**src/rtl/vga_timing_pkg.sv**
```systemverilog
// Package: vga_timing_pkg
// Purpose: default 640x480@60 raster constants shared by the VGA timing
//          generator and its per-axis counter. Porch/sync values are in
//          pixels (horizontal) or lines (vertical). Polarity 0 means the
//          sync pulse is driven low while asserted.
// Ports:   none (constants only).
package vga_timing_pkg;

  localparam int DEF_H_ACTIVE = 640;
  localparam int DEF_H_FP     = 16;
  localparam int DEF_H_SYNC   = 96;
  localparam int DEF_H_BP     = 48;
  localparam int DEF_H_TOTAL  = DEF_H_ACTIVE + DEF_H_FP + DEF_H_SYNC + DEF_H_BP;

  localparam int DEF_V_ACTIVE = 480;
  localparam int DEF_V_FP     = 10;
  localparam int DEF_V_SYNC   = 2;
  localparam int DEF_V_BP     = 33;
  localparam int DEF_V_TOTAL  = DEF_V_ACTIVE + DEF_V_FP + DEF_V_SYNC + DEF_V_BP;

  localparam bit DEF_HS_POL   = 1'b0;
  localparam bit DEF_VS_POL   = 1'b0;

  localparam int DEF_CNT_W    = 10;

endpackage

```
**src/rtl/vga_axis_counter.sv**
```systemverilog
// Module: vga_axis_counter
// Purpose: one raster axis. Counts 0..TOTAL-1 on each step, wrapping to 0,
//          and produces a registered sync level that lines up with the
//          registered count. Region order along the axis: active, front
//          porch, sync, back porch.
// Ports:
//   clk      in   1  pixel-rate clock
//   rst      in   1  synchronous reset, active-high (count returns to 0)
//   step     in   1  advance the count by one position this edge
//   cnt      out  W  registered position
//   cnt_nxt  out  W  position the count will hold after this edge
//   act_nxt  out  1  cnt_nxt lies in the active region
//   sync     out  1  registered sync level for cnt (POL when asserted)
//   wrap     out  1  step & (cnt == TOTAL-1): this edge returns to 0
module vga_axis_counter
  import vga_timing_pkg::*;
#(
  parameter int ACTIVE = DEF_H_ACTIVE,
  parameter int FP     = DEF_H_FP,
  parameter int SYNC   = DEF_H_SYNC,
  parameter int BP     = DEF_H_BP,
  parameter bit POL    = DEF_HS_POL,
  parameter int W      = DEF_CNT_W
) (
  input  logic         clk,
  input  logic         rst,
  input  logic         step,
  output logic [W-1:0] cnt,
  output logic [W-1:0] cnt_nxt,
  output logic         act_nxt,
  output logic         sync,
  output logic         wrap
);

  localparam int TOTAL = ACTIVE + FP + SYNC + BP;

  localparam logic [W-1:0] LAST = W'(TOTAL - 1);

  // Region bounds carry one spare bit so a sync window ending exactly at
  // TOTAL (no back porch) still fits without aliasing to 0.
  localparam logic [W:0] ACT_HI  = (W+1)'(ACTIVE);
  localparam logic [W:0] SYNC_LO = (W+1)'(ACTIVE + FP);
  localparam logic [W:0] SYNC_HI = (W+1)'(ACTIVE + FP + SYNC);

  logic       at_end;
  logic [W:0] nxt_ext;
  logic       sync_nxt;

  assign at_end = (cnt == LAST);
  assign wrap   = step & at_end;

  // Reset is folded into the next-position so every registered decode
  // (here and in the parent) lands on position 0 in the same edge.
  always_comb begin
    cnt_nxt = cnt;
    if (rst) begin
      cnt_nxt = '0;
    end else if (step) begin
      cnt_nxt = at_end ? '0 : cnt + W'(1);
    end
  end

  assign nxt_ext  = {1'b0, cnt_nxt};
  assign act_nxt  = (nxt_ext < ACT_HI);
  assign sync_nxt = ((nxt_ext >= SYNC_LO) && (nxt_ext < SYNC_HI)) ? POL : ~POL;

  always_ff @(posedge clk) begin
    if (rst) begin
      cnt <= '0;
    end else begin
      cnt <= cnt_nxt;
    end
    sync <= sync_nxt;
  end

endmodule

```
**src/rtl/vga_timing_gen.sv**
```systemverilog
// Module: vga_timing_gen
// Purpose: VGA raster timing generator. A horizontal axis counter steps on
//          every enabled pixel; the vertical axis steps when the horizontal
//          one wraps. All position-derived outputs are registered from the
//          next-position decode, so they describe the same pixel as
//          hcnt/vcnt with no pipeline skew.
// Ports:
//   clk        in   1      pixel-rate clock
//   rst        in   1      synchronous reset, active-high (wins over en)
//   en         in   1      pixel enable; nothing advances while low
//   hcnt       out  CNT_W  horizontal position 0..H_TOTAL-1
//   vcnt       out  CNT_W  vertical position 0..V_TOTAL-1
//   hsync      out  1      horizontal sync (HS_POL while asserted)
//   vsync      out  1      vertical sync (VS_POL while asserted)
//   active     out  1      position is inside the visible area
//   x          out  CNT_W  hcnt while active, else 0
//   y          out  CNT_W  vcnt while active, else 0
//   line_end   out  1      en & last pixel of the line
//   frame_end  out  1      line_end on the last line of the frame
module vga_timing_gen
  import vga_timing_pkg::*;
#(
  parameter int H_ACTIVE = DEF_H_ACTIVE,
  parameter int H_FP     = DEF_H_FP,
  parameter int H_SYNC   = DEF_H_SYNC,
  parameter int H_BP     = DEF_H_BP,
  parameter int V_ACTIVE = DEF_V_ACTIVE,
  parameter int V_FP     = DEF_V_FP,
  parameter int V_SYNC   = DEF_V_SYNC,
  parameter int V_BP     = DEF_V_BP,
  parameter bit HS_POL   = DEF_HS_POL,
  parameter bit VS_POL   = DEF_VS_POL,
  parameter int CNT_W    = DEF_CNT_W
) (
  input  logic             clk,
  input  logic             rst,
  input  logic             en,
  output logic [CNT_W-1:0] hcnt,
  output logic [CNT_W-1:0] vcnt,
  output logic             hsync,
  output logic             vsync,
  output logic             active,
  output logic [CNT_W-1:0] x,
  output logic [CNT_W-1:0] y,
  output logic             line_end,
  output logic             frame_end
);

  // Position (0,0) is visible whenever both active regions are non-empty.
  localparam bit ORIGIN_ACTIVE = (H_ACTIVE > 0) && (V_ACTIVE > 0);

  logic [CNT_W-1:0] h_nxt;
  logic [CNT_W-1:0] v_nxt;
  logic             h_act_nxt;
  logic             v_act_nxt;
  logic             h_wrap;
  logic             v_wrap;
  logic             vis_nxt;

  vga_axis_counter #(
    .ACTIVE (H_ACTIVE),
    .FP     (H_FP),
    .SYNC   (H_SYNC),
    .BP     (H_BP),
    .POL    (HS_POL),
    .W      (CNT_W)
  ) u_h (
    .clk     (clk),
    .rst     (rst),
    .step    (en),
    .cnt     (hcnt),
    .cnt_nxt (h_nxt),
    .act_nxt (h_act_nxt),
    .sync    (hsync),
    .wrap    (h_wrap)
  );

  // The vertical axis steps once per completed line, so its wrap is
  // exactly the end-of-frame tick.
  vga_axis_counter #(
    .ACTIVE (V_ACTIVE),
    .FP     (V_FP),
    .SYNC   (V_SYNC),
    .BP     (V_BP),
    .POL    (VS_POL),
    .W      (CNT_W)
  ) u_v (
    .clk     (clk),
    .rst     (rst),
    .step    (h_wrap),
    .cnt     (vcnt),
    .cnt_nxt (v_nxt),
    .act_nxt (v_act_nxt),
    .sync    (vsync),
    .wrap    (v_wrap)
  );

  assign vis_nxt = h_act_nxt & v_act_nxt;

  always_ff @(posedge clk) begin
    if (rst) begin
      active <= ORIGIN_ACTIVE;
      x      <= '0;
      y      <= '0;
    end else begin
      active <= vis_nxt;
      x      <= vis_nxt ? h_nxt : '0;
      y      <= vis_nxt ? v_nxt : '0;
    end
  end

  assign line_end  = h_wrap;
  assign frame_end = v_wrap;

endmodule

```
**config.mk**
```make
export PLATFORM = sky130hd
export DESIGN_NAME = vga_timing_gen
export DESIGN_NICKNAME = d
export VERILOG_FILES = /design/src/rtl/vga_timing_pkg.sv /design/src/rtl/vga_axis_counter.sv /design/src/rtl/vga_timing_gen.sv
export SDC_FILE = /design/constraint.sdc
export NUM_CORES = 1
export LEC_CHECK = 0
export ABC_AREA = 1
export CORE_ASPECT_RATIO = 1.4
export CORE_UTILIZATION = 53
export CTS_CLUSTER_DIAMETER = 50
export DETAILED_ROUTE_END_ITERATION = 8
export PLACE_DENSITY_LB_ADDON = 0.08
export SLEW_MARGIN = 20
export SYNTH_ARGS = -nofsm -noshare
export SYNTH_HDL_FRONTEND = slang
export SYNTH_HIERARCHICAL = 1
export SYNTH_SLANG_ARGS = --single-unit
```
**constraint.sdc**
```tcl
create_clock -name clk -period 7 [get_ports clk]
set_input_delay 1.4 -clock clk [delete_from_list [all_inputs] [get_ports clk]]
set_output_delay 1.4 -clock clk [all_outputs]
set_load 0.02 [all_outputs]
```
### After elaboration in Yosys (flattened, before gate mapping)

Cells that the tools add are included.
W data, S select, Z words.

* latch bits: 0
* bits in writable memories: 0
* input port bits: 3
* register bits: 43
* output and inout port bits: 45
* ROM bits: 0
* memories: 0

* multiplexer cells: 8
* $mul: 0
* reductions and logical operators: 3
* $lt $le $gt $ge: 6
* eq/ne operators: 2
* add/subtract/negate cells: 2
* div/mod/pow operators: 0
* shifts and indexed selects: 0
* bitwise logic cells: 4

Operators with widths (count)
* $mux W10: 6
* $add A10 B1 Y10 const B: 2
* $eq A10 B10 Y1 const B: 2
* $lt A10 B10 Y1 const B: 2
* $lt A10 B9 Y1 const B: 2
* $ge A10 B10 Y1 const B: 1
* $ge A10 B9 Y1 const B: 1
* $and A1 B1 Y1: 3
* $logic_and A1 B1 Y1: 2
* $mux W1: 2
* $reduce_or A2 Y1: 1
* $not A1 Y1: 1

### Longest topological paths before layout

Gate-level depths: netlist (run 1).

* depth after elaboration: 8
* gate-level depth with buffers: 17
* depth with buffers taken out: 16

### Modules after synthesis

The synthesis (run 1) kept the hierarchy.

Modules (own cells, without submodules)
* vga_axis_counter at u_h: cells an instance 104, sequential area each 220.2 um^2, times used 1, area each 700.7 um^2
* vga_axis_counter at u_v: cells an instance 105, sequential area each 220.2 um^2, times used 1, area each 693.2 um^2
* vga_timing_gen: cells an instance 66, sequential area each 420.4 um^2, times used 1, area each 668.1 um^2

### Worst setup path before layout (run 1)

OpenSTA, ideal clock, no wires.

* kind: input -> output
* start: input en
* end: output frame_end
* cell stages on the path: 9
* slack: 2964 ps
* buffers on the path: 1
* data arrival time: 2636 ps
* cell sequence: buf_6 > nand2_1 > nor2_2 > inv_1 > nor2_1 > nand2_1 > nor2_1 > nand3_1 > inv_1

* cells in the longest elaborated chain, start to end: 2

RTL lines
* from (decl): RTL line vga_timing_gen.sv:37 `input logic en,`
* $and A1 B1 Y1: RTL line vga_axis_counter.sv:50 `assign wrap = step & at_end;`
* via line_end: RTL line vga_timing_gen.sv:45 `output logic line_end,`
* $and A1 B1 Y1: RTL line vga_axis_counter.sv:50
* to (decl): RTL line vga_timing_gen.sv:46 `output logic frame_end`

The timed path passes the listed nets, and every way through them passes these cells.

### Worst setup path in the final report (run 1)

* start: input en
* end: output frame_end

* cells in the longest elaborated chain, start to end: 2

RTL lines (RTL line)
* $and A1 B1 Y1 (2 in a row): vga_axis_counter.sv:50

No other way between the ends.

==> results.py, run 1 <==
metrics = {
    "outcome": {
        "status": "complete, no violations",
    },
    "detailed_routing": {
        "remaining_drc_errors": 0,
        "wire_per_inst_um": 11.86,
        "vias": 1747,
        "ant_nets": 0,
        "via_per_inst": 4.760,
        "drt_iter0_markers": 41,
        "drt-total-wl_um": 4352,
        "firstDrtPassIters": 4,
    },
    "global_routing": {
        "grt.busiest_layer": "met2",
        "grt_usage_pct": 23.50,
        "grt_antenna_before_repair": 0,
        "grt_first_pass_wirelength_um": 6831,
        "grtUsageMet3_pct": 6.387,
        "grt_max_degree": 22,
        "use_met2_pct": 41.77,
        "overflow": 0,
        "grt_pass1_vias": 1608,
        "grt_util_met1_pct": 23.83,
    },
    "power": {
        "pwr-share-seq_pct": 49.8,
        "p_per_area_mw_per_mm2": 187.1,
        "netSwitchingFraction_pct": 20.36,
        "combinationalPowerShare_pct": 4.6,
        "leakage_nw": 1.116,
        "p_int_w": 0.0003966,
        "peakVddDrop_mv": 0.1520,
        "switchingPower_w": 0.0001014,
        "clkPwrFrac_pct": 45.6,
    },
    "final_layout": {
        "nFillCells": 338,
        "multi_input_comb_area_um2": 927.1,
        "syn2layout_area_growth_pct": 29.07,
        "n_antenna_cell": 0,
        "layout-drive-gt1-share_pct": 17.54,
        "fin_cells": 367,
        "seqCellArea_um2": 860.8,
        "layout.nets": 330,
    },
    "timing": {
        "fin_worst_skew_ns": 0.006654,
        "hold_viol": 0,
        "max_slew_margin_pct": 53.20,
        "setup_tns_ns": 0,
        "period_minus_slack_ns": 5.036,
        "worstMarginPinSlew_ns": 0.6997,
        "setup_viol": 0,
        "grt_setup_unrepaired": "no",
        "fmax_ghz": 0.1986,
        "final.period_utilization_pct": 71.94,
        "slew_viol_final": 0,
    },
    "critical_path": {
        "r2r-start": "u_h/cnt[0]",
        "rrSetupSlack_ns": 3.96,
        "arrival_ns": 3.64,
        "r2r_end": "x[6]",
        "criticalPathCategory": "input port to primary output",
        "r2r_cells": 15,
        "start_kind": "input port",
        "worst-path-max-fanout": 7,
        "cp-end-kind": "primary output",
        "worstPathRequired_ns": 5.60,
    },
    "cts": {
        "cts.reportedPaths.clkPinSlew_ns": 0.08,
        "root_buffer": "clkbuf_8",
        "ctsHoldBuffers": 0,
        "numCtsBuffers": 5,
        "cts.sinks": 43,
        "insertion_delay_ns": 0.29,
        "post_cts_resize_count": 0,
        "tritoncts": "done",
        "cts_setup_buffers": 0,
        "htreeDepth": 2,
        "clockBufferDepth": 2,
    },
    "flow_run": {
        "drv_cap": 0,
    },
    "min_path": {
        "holdPathStages": 2,
        "holdPathEnd": "u_v/cnt[0]",
        "hp-class": "flip-flop to flip-flop",
        "hp-start": "u_v/cnt[0]",
    },
    "floorplan": {
        "die_area_mm2": 0.004147,
        "rows": 26,
        "core_area_mm2": 0.003676,
        "die_x_um": 54.72,
        "pin_count": 48,
        "fp.dieH_um": 75.80,
        "initial_utilization_pct": 56.09,
    },
    "yosys": {
        "ys_types": 20,
        "syn_area_mm2": 0.002062,
        "yosysWarnings": 6,
        "synth_cells": 275,
        "synth.ff_latch_count": 43,
        "synth_nets": 281,
        "ys_seq_area_share_pct": 41.75,
        "syn_avg_cell_area_um2": 7.498,
    },
    "placed_design": {
        "dp_hpwl_um": 3166,
        "portBuffers": 47,
        "place_congestion": 0.8246,
        "dpl.cell_count": 359,
    },
}
## cells in the mapped netlist
library cell | count | area, µm²
inv_2 | 3 | 11.26
nand3_1 | 14 | 70.07
nor2_4 | 9 | 101.4
nor3b_1 | 2 | 15.01
inv_1 | 55 | 206.5
a21oi_1 | 2 | 10.01
nor2_1 | 40 | 150.1
nand3_2 | 5 | 50.05
nand2_2 | 8 | 50.05
nand2_1 | 47 | 176.4
nand4_1 | 2 | 12.51
mux2i_1 | 1 | 10.01
buf_6 | 5 | 56.30
xor2_1 | 5 | 43.79
o21ai_0 | 3 | 15.01
o21bai_1 | 3 | 22.52
ha_1 | 3 | 37.54
nor2_2 | 24 | 150.1
dfxtp_1 | 43 | 860.8
nand4_2 | 1 | 12.51
## metrics by stage
step | utilization, % | setup slack (ns) | hold slack, ns | cell area (µm²) | power [W]
2_1_floorplan | - | 2.964 | 0.6139 | 2062 | 0.0002704
3_3_place_gp | 68.79 | 2.001 | 0.5671 | 2529 | 0.0002762
3_5_place_dp | 68.79 | 1.977 | 0.5643 | 2529 | 0.0002766
4_1_cts | 72.40 | 1.969 | 0.5759 | 2661 | 0.0005050
5_1_grt | 72.40 | 1.748 | 0.6134 | 2661 | 0.0005163
6_report | 72.40 | 1.964 | 0.5769 | 2661 | 0.0004980
## power by group through the flow
stage | clock network [W] | registers [W] | logic (W)
floorplan | 0 | 0.000256 | 0.0000143
global placement | 0 | 0.000254 | 0.0000224
detailed placement | 0 | 0.000254 | 0.0000227
CTS | 0.000234 | 0.000248 | 0.0000228
global route | 0.000243 | 0.000248 | 0.0000251
finish | 0.000227 | 0.000248 | 0.0000227
## worst max-delay path by stage
stage / cells past startpoint / startpoint / endpoint
after floorplan: 9 / en / frame_end
after global placement: 10 / en / frame_end
after detailed placement: 10 / en / frame_end
after CTS: 10 / en / frame_end
after global routing: 10 / en / frame_end
final: 10 / en / frame_end
## flip-flops by register name, summed over array words and instances (netlist names)
signal / flops
u_v/cnt: 10
active: 1
x: 10
u_h/cnt: 10
y: 10
u_v/sync: 1
u_h/sync: 1
## cell usage in the layout, fill, tap and decap left out
cell type         n
a21oi_1           2
bufinv_16         2
clkbuf_1          1
clkbuf_8          5
clkdlybuf4s50_1  47
dfxtp_1          43
ha_1              3
inv_1            55
inv_2             3
mux2i_1           1
nand2_1          47
nand2_2           8
nand3_1          14
nand3_2           5
nand4_1           2
nand4_2           1
nor2_1           40
nor2_2           24
nor2_4            9
nor3b_1           2
o21ai_0           3
o21bai_1          3
xor2_1            5
## cell families (layout without fill, tap and decap cells)
family	count (synthesis)	after routing	share of synthesized area, %
compound gates	8	8	2.306
flops	43	43	41.75
fa+ha+maj	3	3	1.821
simple gates	152	152	38.23
buf+inv	63	113	13.29
mux	1	1	0.4855
xor+xnor	5	5	2.124
## final cells by class
type / instances / share of cell area [%]
tap: 42 / 1.975
multi-input combinational: 169 / 34.84
clock inverter: 2 / 2.257
inverter: 58 / 8.181
sequential: 43 / 32.35
timing repair buffer: 47 / 17.68
clock buffer: 6 / 2.727
## routing by layer
metal	vias up	share of wire (%)
li1	907	-
met1	787	40
met2	43	54
met3	10	3.7
met4	0	2.8
met5	-	0
## worst max-delay path, cell delays in order
cell and delay (ns):
clkdlybuf4s50_1 0.63, nand2_1 0.11, nor2_2 0.15, inv_1 0.05
nor2_1 0.34, nand2_1 0.10, nor2_1 0.11, nand3_1 0.09
inv_1 0.06, clkdlybuf4s50_1 0.59
Power figures use the tool's default switching activity.
==> run 2: changes to the inputs <==
--- a/config.mk
+++ b/config.mk
@@ -7,7 +7,7 @@
 export LEC_CHECK = 0
 export ABC_AREA = 1
 export CORE_ASPECT_RATIO = 1.4
-export CORE_UTILIZATION = 53
+export CORE_UTILIZATION = 45
 export CTS_CLUSTER_DIAMETER = 50
 export DETAILED_ROUTE_END_ITERATION = 8
 export PLACE_DENSITY_LB_ADDON = 0.08
==> constraint.sdc (replaced) <==
create_clock -name clk -period 4.1 [get_ports clk]
set_input_delay 0.82 -clock clk [delete_from_list [all_inputs] [get_ports clk]]
set_output_delay 0.82 -clock clk [all_outputs]
set_load 0.02 [all_outputs]
==> results.py, run 2 (synthesis results as in run 1) <==
metrics = {
    "critical_path": {
        "arrival_ns": 2.84,
        "cp-end-kind": "primary output",
        "start_kind": "input port",
        "cpMaxStageDelayCell": "clkdlybuf4s50_1",
        "max_stage_delay_ns": 0.63,
        "worst-path-max-fanout": 7,
        "crit_path_cell_trace": "clkdlybuf4s50_1 > nand2_1 > nor2_2 > inv_1 > nor2_1 > nand2_1 > nor2_1 > nand3_1 > inv_1 > clkdlybuf4s50_1",
        "criticalPathCategory": "input port to primary output",
        "worstPathRequired_ns": 3.28,
    },
    "floorplan": {
        "die_x_um": 59.21,
        "initial_utilization_pct": 47.85,
        "core_area_mm2": 0.004309,
        "rows": 28,
        "die_area_mm2": 0.004861,
        "fp.dieH_um": 82.10,
        "pin_count": 48,
    },
    "cts": {
        "cts.sinks": 43,
        "htreeDepth": 2,
        "post_cts_resize_count": 0,
        "tritoncts": "done",
        "ctsHoldBuffers": 0,
        "root_buffer": "clkbuf_8",
        "cts.reportedPaths.clkPinSlew_ns": 0.08,
        "numCtsBuffers": 5,
        "clockBufferDepth": 2,
        "cts_setup_buffers": 0,
        "insertion_delay_ns": 0.30,
    },
    "power": {
        "netSwitchingFraction_pct": 24.04,
        "switchingPower_w": 0.0001753,
        "peakVddDrop_mv": 0.1467,
        "power_w": 0.0007294,
        "combinationalPowerShare_pct": 5.4,
        "pwr-share-seq_pct": 58.0,
        "leakage_nw": 1.107,
        "clkPwrFrac_pct": 36.6,
        "p_per_area_mw_per_mm2": 274.3,
        "p_int_w": 0.0005540,
    },
    "placed_design": {
        "place_ws_ns": 0.4044,
        "portBuffers": 47,
        "place_congestion": 0.8139,
        "dp_hpwl_um": 3296,
    },
    "global_routing": {
        "grt_first_pass_wirelength_um": 6893,
        "grt_usage_pct": 19.45,
        "grt_max_degree": 22,
        "grt.busiest_layer": "met2",
        "grt_util_met1_pct": 17.41,
        "use_met2_pct": 39.55,
        "grtUsageMet3_pct": 4.673,
        "grt_antenna_before_repair": 0,
        "overflow": 0,
        "grt_pass1_vias": 1647,
    },
    "timing": {
        "final.period_utilization_pct": 89.34,
        "setup_tns_ns": 0,
        "period_minus_slack_ns": 3.663,
        "setup_ws_ns": 0.4369,
        "fin_worst_skew_ns": 0.008380,
        "worstMarginPinSlew_ns": 0.6145,
        "slew_viol_final": 0,
        "max_slew_margin_pct": 58.98,
        "grt_setup_unrepaired": "no",
        "setup_viol": 0,
        "hold_ws_ns": 0.5602,
        "hold_viol": 0,
        "fmax_ghz": 0.2730,
    },
    "detailed_routing": {
        "firstDrtPassIters": 4,
        "remaining_drc_errors": 0,
        "ant_nets": 0,
        "vias": 1720,
        "wire_per_inst_um": 11.00,
        "drt_iter0_markers": 21,
        "via_per_inst": 4.433,
        "drt-total-wl_um": 4268,
    },
    "final_layout": {
        "layout-drive-gt1-share_pct": 18.29,
        "layout_commonest_cell": "inv_1",
        "n_antenna_cell": 0,
        "layout_common_cells": "inv_1 (55), nand2_1 (47), clkdlybuf4s50_1 (47)",
        "syn2layout_area_growth_pct": 28.94,
        "layout.nets": 333,
        "nFillCells": 428,
    },
    "min_path": {
        "hp-class": "flip-flop to flip-flop",
    },
    "flow_run": {
        "drv_cap": 0,
    },
    "outcome": {
        "status": "complete, no violations",
    },
}
run 2: path summary, 6_finish.rpt:
path	startpoint	to	slack (ns)	cells after the start
max	en	frame_end	0.44	10
min	u_v/cnt[0]	u_v/cnt[0]	0.56	2
max reg2reg	u_h/cnt[0]	x[7]	1.21	16
min reg2reg	u_v/cnt[0]	u_v/cnt[0]	0.56	2
run 2: through the flow:
stage                     util (%)  cells  instance area (µm²)
final                        61.70    388                 2659
after detailed placement     59.73    380                 2574
after floorplan                  -    275                 2062
after global routing         61.70    388                 2659
after CTS                    61.70    388                 2659
after global placement       59.73    380                 2574
run 2: layout make-up:
class	count	area, µm²	area share [%]
multi-input combinational	169	927.1	34.87
sequential	43	860.8	32.38
timing repair buffer	50	493.0	18.54
inverter	58	217.7	8.188
tap	60	75.07	2.824
clock buffer	6	72.57	2.729
clock inverter	2	12.51	0.4706
run 2: layer usage:
layer  part of all wire (%)  routed length, µm
met1                     37               1583
met5                      0                  0
met3                    3.0                128
met4                    2.2                 96
met2                     58               2459
run 2: worst max-delay path, delay by kind of cell:
kind	cells	cell delay, ns
and+or+nand+nor	6	0.67
buffers and inverters	4	1.36
run 2: power by group through the flow:
| stage | clock network (W) | registers, W | logic [W] |
|---|---|---|---|
| floorplan | 0 | 0.000437 | 0.0000244 |
| global placement | 0 | 0.000433 | 0.0000398 |
| detailed placement | 0 | 0.000433 | 0.0000402 |
| CTS | 0.000275 | 0.000423 | 0.0000403 |
| global route | 0.000291 | 0.000424 | 0.0000430 |
| finish | 0.000267 | 0.000423 | 0.0000394 |
==> run 3: changes to the inputs <==
--- a/config.mk
+++ b/config.mk
@@ -7,7 +7,7 @@
 export LEC_CHECK = 0
 export ABC_AREA = 1
 export CORE_ASPECT_RATIO = 1.4
-export CORE_UTILIZATION = 45
+export CORE_UTILIZATION = 35
 export CTS_CLUSTER_DIAMETER = 50
 export DETAILED_ROUTE_END_ITERATION = 8
 export PLACE_DENSITY_LB_ADDON = 0.08
==> results.py, run 3 (synthesis results as in run 1) <==
metrics = {
    "outcome": {
        "status": "complete, no violations",
    },
    "placed_design": {
        "dp_hpwl_um": 3426,
        "place_congestion": 0.8071,
        "placed_area_mm2": 0.002591,
        "portBuffers": 47,
    },
    "final_layout": {
        "n_antenna_cell": 0,
        "layout_common_cells": "inv_1 (55), nand2_1 (47), clkdlybuf4s50_1 (47)",
        "layout-drive-gt1-share_pct": 18.54,
        "syn2layout_area_growth_pct": 32.10,
        "multi_input_comb_area_um2": 927.1,
        "layout_commonest_cell": "inv_1",
        "post-route-cell-area_mm2": 0.002724,
        "layout.nets": 334,
        "seqCellArea_um2": 860.8,
        "nFillCells": 609,
    },
    "critical_path": {
        "r2r-start": "u_h/cnt[0]",
        "crit_cells": 10,
        "r2r_cells": 18,
        "critical_path.top_delay_family": "buffers and inverters",
        "arrival_ns": 2.85,
        "max_stage_delay_ns": 0.63,
        "endpoint": "frame_end",
        "crit_buf_inv": 4,
        "cp-end-kind": "primary output",
        "start_kind": "input port",
        "crit_path_cell_trace": "clkdlybuf4s50_1 > nand2_1 > nor2_2 > inv_1 > nor2_1 > nand2_1 > nor2_1 > nand3_1 > inv_1 > clkdlybuf4s50_1",
        "worstPathRequired_ns": 3.28,
        "cp-startpoint": "en",
        "r2r_end": "active",
        "cpMaxStageDelayCell": "clkdlybuf4s50_1",
        "worst-path-max-fanout": 7,
        "criticalPathCategory": "input port to primary output",
        "rrSetupSlack_ns": 1.40,
    },
    "cts": {
        "numCtsBuffers": 5,
        "cts_setup_buffers": 0,
        "clockBufferDepth": 2,
        "insertion_delay_ns": 0.30,
        "cts.sinks": 43,
        "post_cts_resize_count": 0,
        "htreeDepth": 2,
        "ctsHoldBuffers": 0,
        "root_buffer": "clkbuf_8",
        "tritoncts": "done",
        "cts.reportedPaths.clkPinSlew_ns": 0.08,
    },
    "floorplan": {
        "pin_count": 48,
        "fp.dieH_um": 92.82,
        "die_area_mm2": 0.006207,
        "die_x_um": 66.87,
        "core_area_mm2": 0.005605,
        "rows": 32,
        "initial_utilization_pct": 36.79,
    },
    "detailed_routing": {
        "drt_iter0_markers": 37,
        "firstDrtPassIters": 4,
        "ant_nets": 0,
        "remaining_drc_errors": 0,
        "drt-total-wl_um": 4434,
        "wire_per_inst_um": 11.17,
        "via_per_inst": 4.401,
        "vias": 1747,
    },
    "timing": {
        "period_minus_slack_ns": 3.673,
        "slew_viol_final": 0,
        "hold_viol": 0,
        "grt_setup_unrepaired": "no",
        "worstMarginPinSlew_ns": 0.3681,
        "fin_worst_skew_ns": 0.006591,
        "setup_viol": 0,
        "setup_tns_ns": 0,
        "final.period_utilization_pct": 89.58,
        "fmax_ghz": 0.2723,
        "max_slew_margin_pct": 75.20,
    },
    "min_path": {
        "hp-class": "flip-flop to flip-flop",
    },
    "global_routing": {
        "grt_antenna_before_repair": 0,
        "grt_max_degree": 22,
        "grt_usage_pct": 15.72,
        "grt_first_pass_wirelength_um": 7224,
        "grt_pass1_vias": 1702,
        "overflow": 0,
    },
    "flow_run": {
        "drv_cap": 0,
    },
    "power": {
        "leakage_nw": 1.136,
        "peakVddDrop_mv": 0.1453,
        "p_per_area_mw_per_mm2": 314.0,
    },
}
==> run 3: cell count changes in the layout (fill, tap and decap cells not counted), sizes merged <==
cell	change
bufinv	+2
buf	+1
clkinv	-1
clkinvlp	-1
==> run 3: final cells by class <==
cell class | count | share of cell area (%)
multi-input cells | 169 | 34.04
flip-flops and latches | 43 | 31.60
repair buffers | 51 | 18.37
inverters | 58 | 7.993
well taps | 68 | 3.124
clock buffers | 6 | 2.664
clock inverters | 2 | 2.205
==> run 3: stage by stage <==
stage | hold WS (ns) | cells | util, % | total power [W] | setup slack [ns]
floorplan | 0.6139 | 275 | - | 0.0004616 | 1.224
global placement | 0.5453 | 389 | 46.23 | 0.0004743 | 0.4314
detailed placement | 0.5552 | 389 | 46.23 | 0.0004747 | 0.4363
CTS | 0.5700 | 397 | 48.59 | 0.0008668 | 0.4108
global route | 0.6101 | 397 | 48.59 | 0.0008862 | 0.2438
finish | 0.5684 | 397 | 48.59 | 0.0008552 | 0.4273
==> run 3: per-layer routing <==
| metal | vias up | part of all wire, % | global-route usage, % |
|---|---|---|---|
| li1 | 913 | - | - |
| met1 | 789 | 39 | 14.63 |
| met2 | 39 | 56 | 31.06 |
| met3 | 6 | 4.0 | 3.571 |
| met4 | 0 | 1.5 | 6.383 |
| met5 | - | 0 | 0 |
==> run 3: worst min-delay path, stage by stage, from the launching register on <==
cell and delay (ns):
dfxtp_1 0.36, nand2_1 0.10, a21oi_1 0.06
==> run 3: worst min-delay path by stage <==
stage	end	slack, ns	cells after the start	startpoint
after detailed placement	u_v/cnt[0]	0.56	2	u_v/cnt[0]
final	u_v/cnt[0]	0.57	2	u_v/cnt[0]
after CTS	u_v/cnt[0]	0.57	2	u_v/cnt[0]
after global routing	u_v/cnt[0]	0.61	2	u_v/cnt[0]
after floorplan	u_v/cnt[0]	0.61	2	u_v/cnt[0]
after global placement	u_v/cnt[0]	0.55	2	u_v/cnt[0]
==> run 3: where the power goes <==
group          switching (W)  internal (W)
sequential        0.00000295      0.000421
combinational      0.0000256     0.0000150
clock               0.000148      0.000244
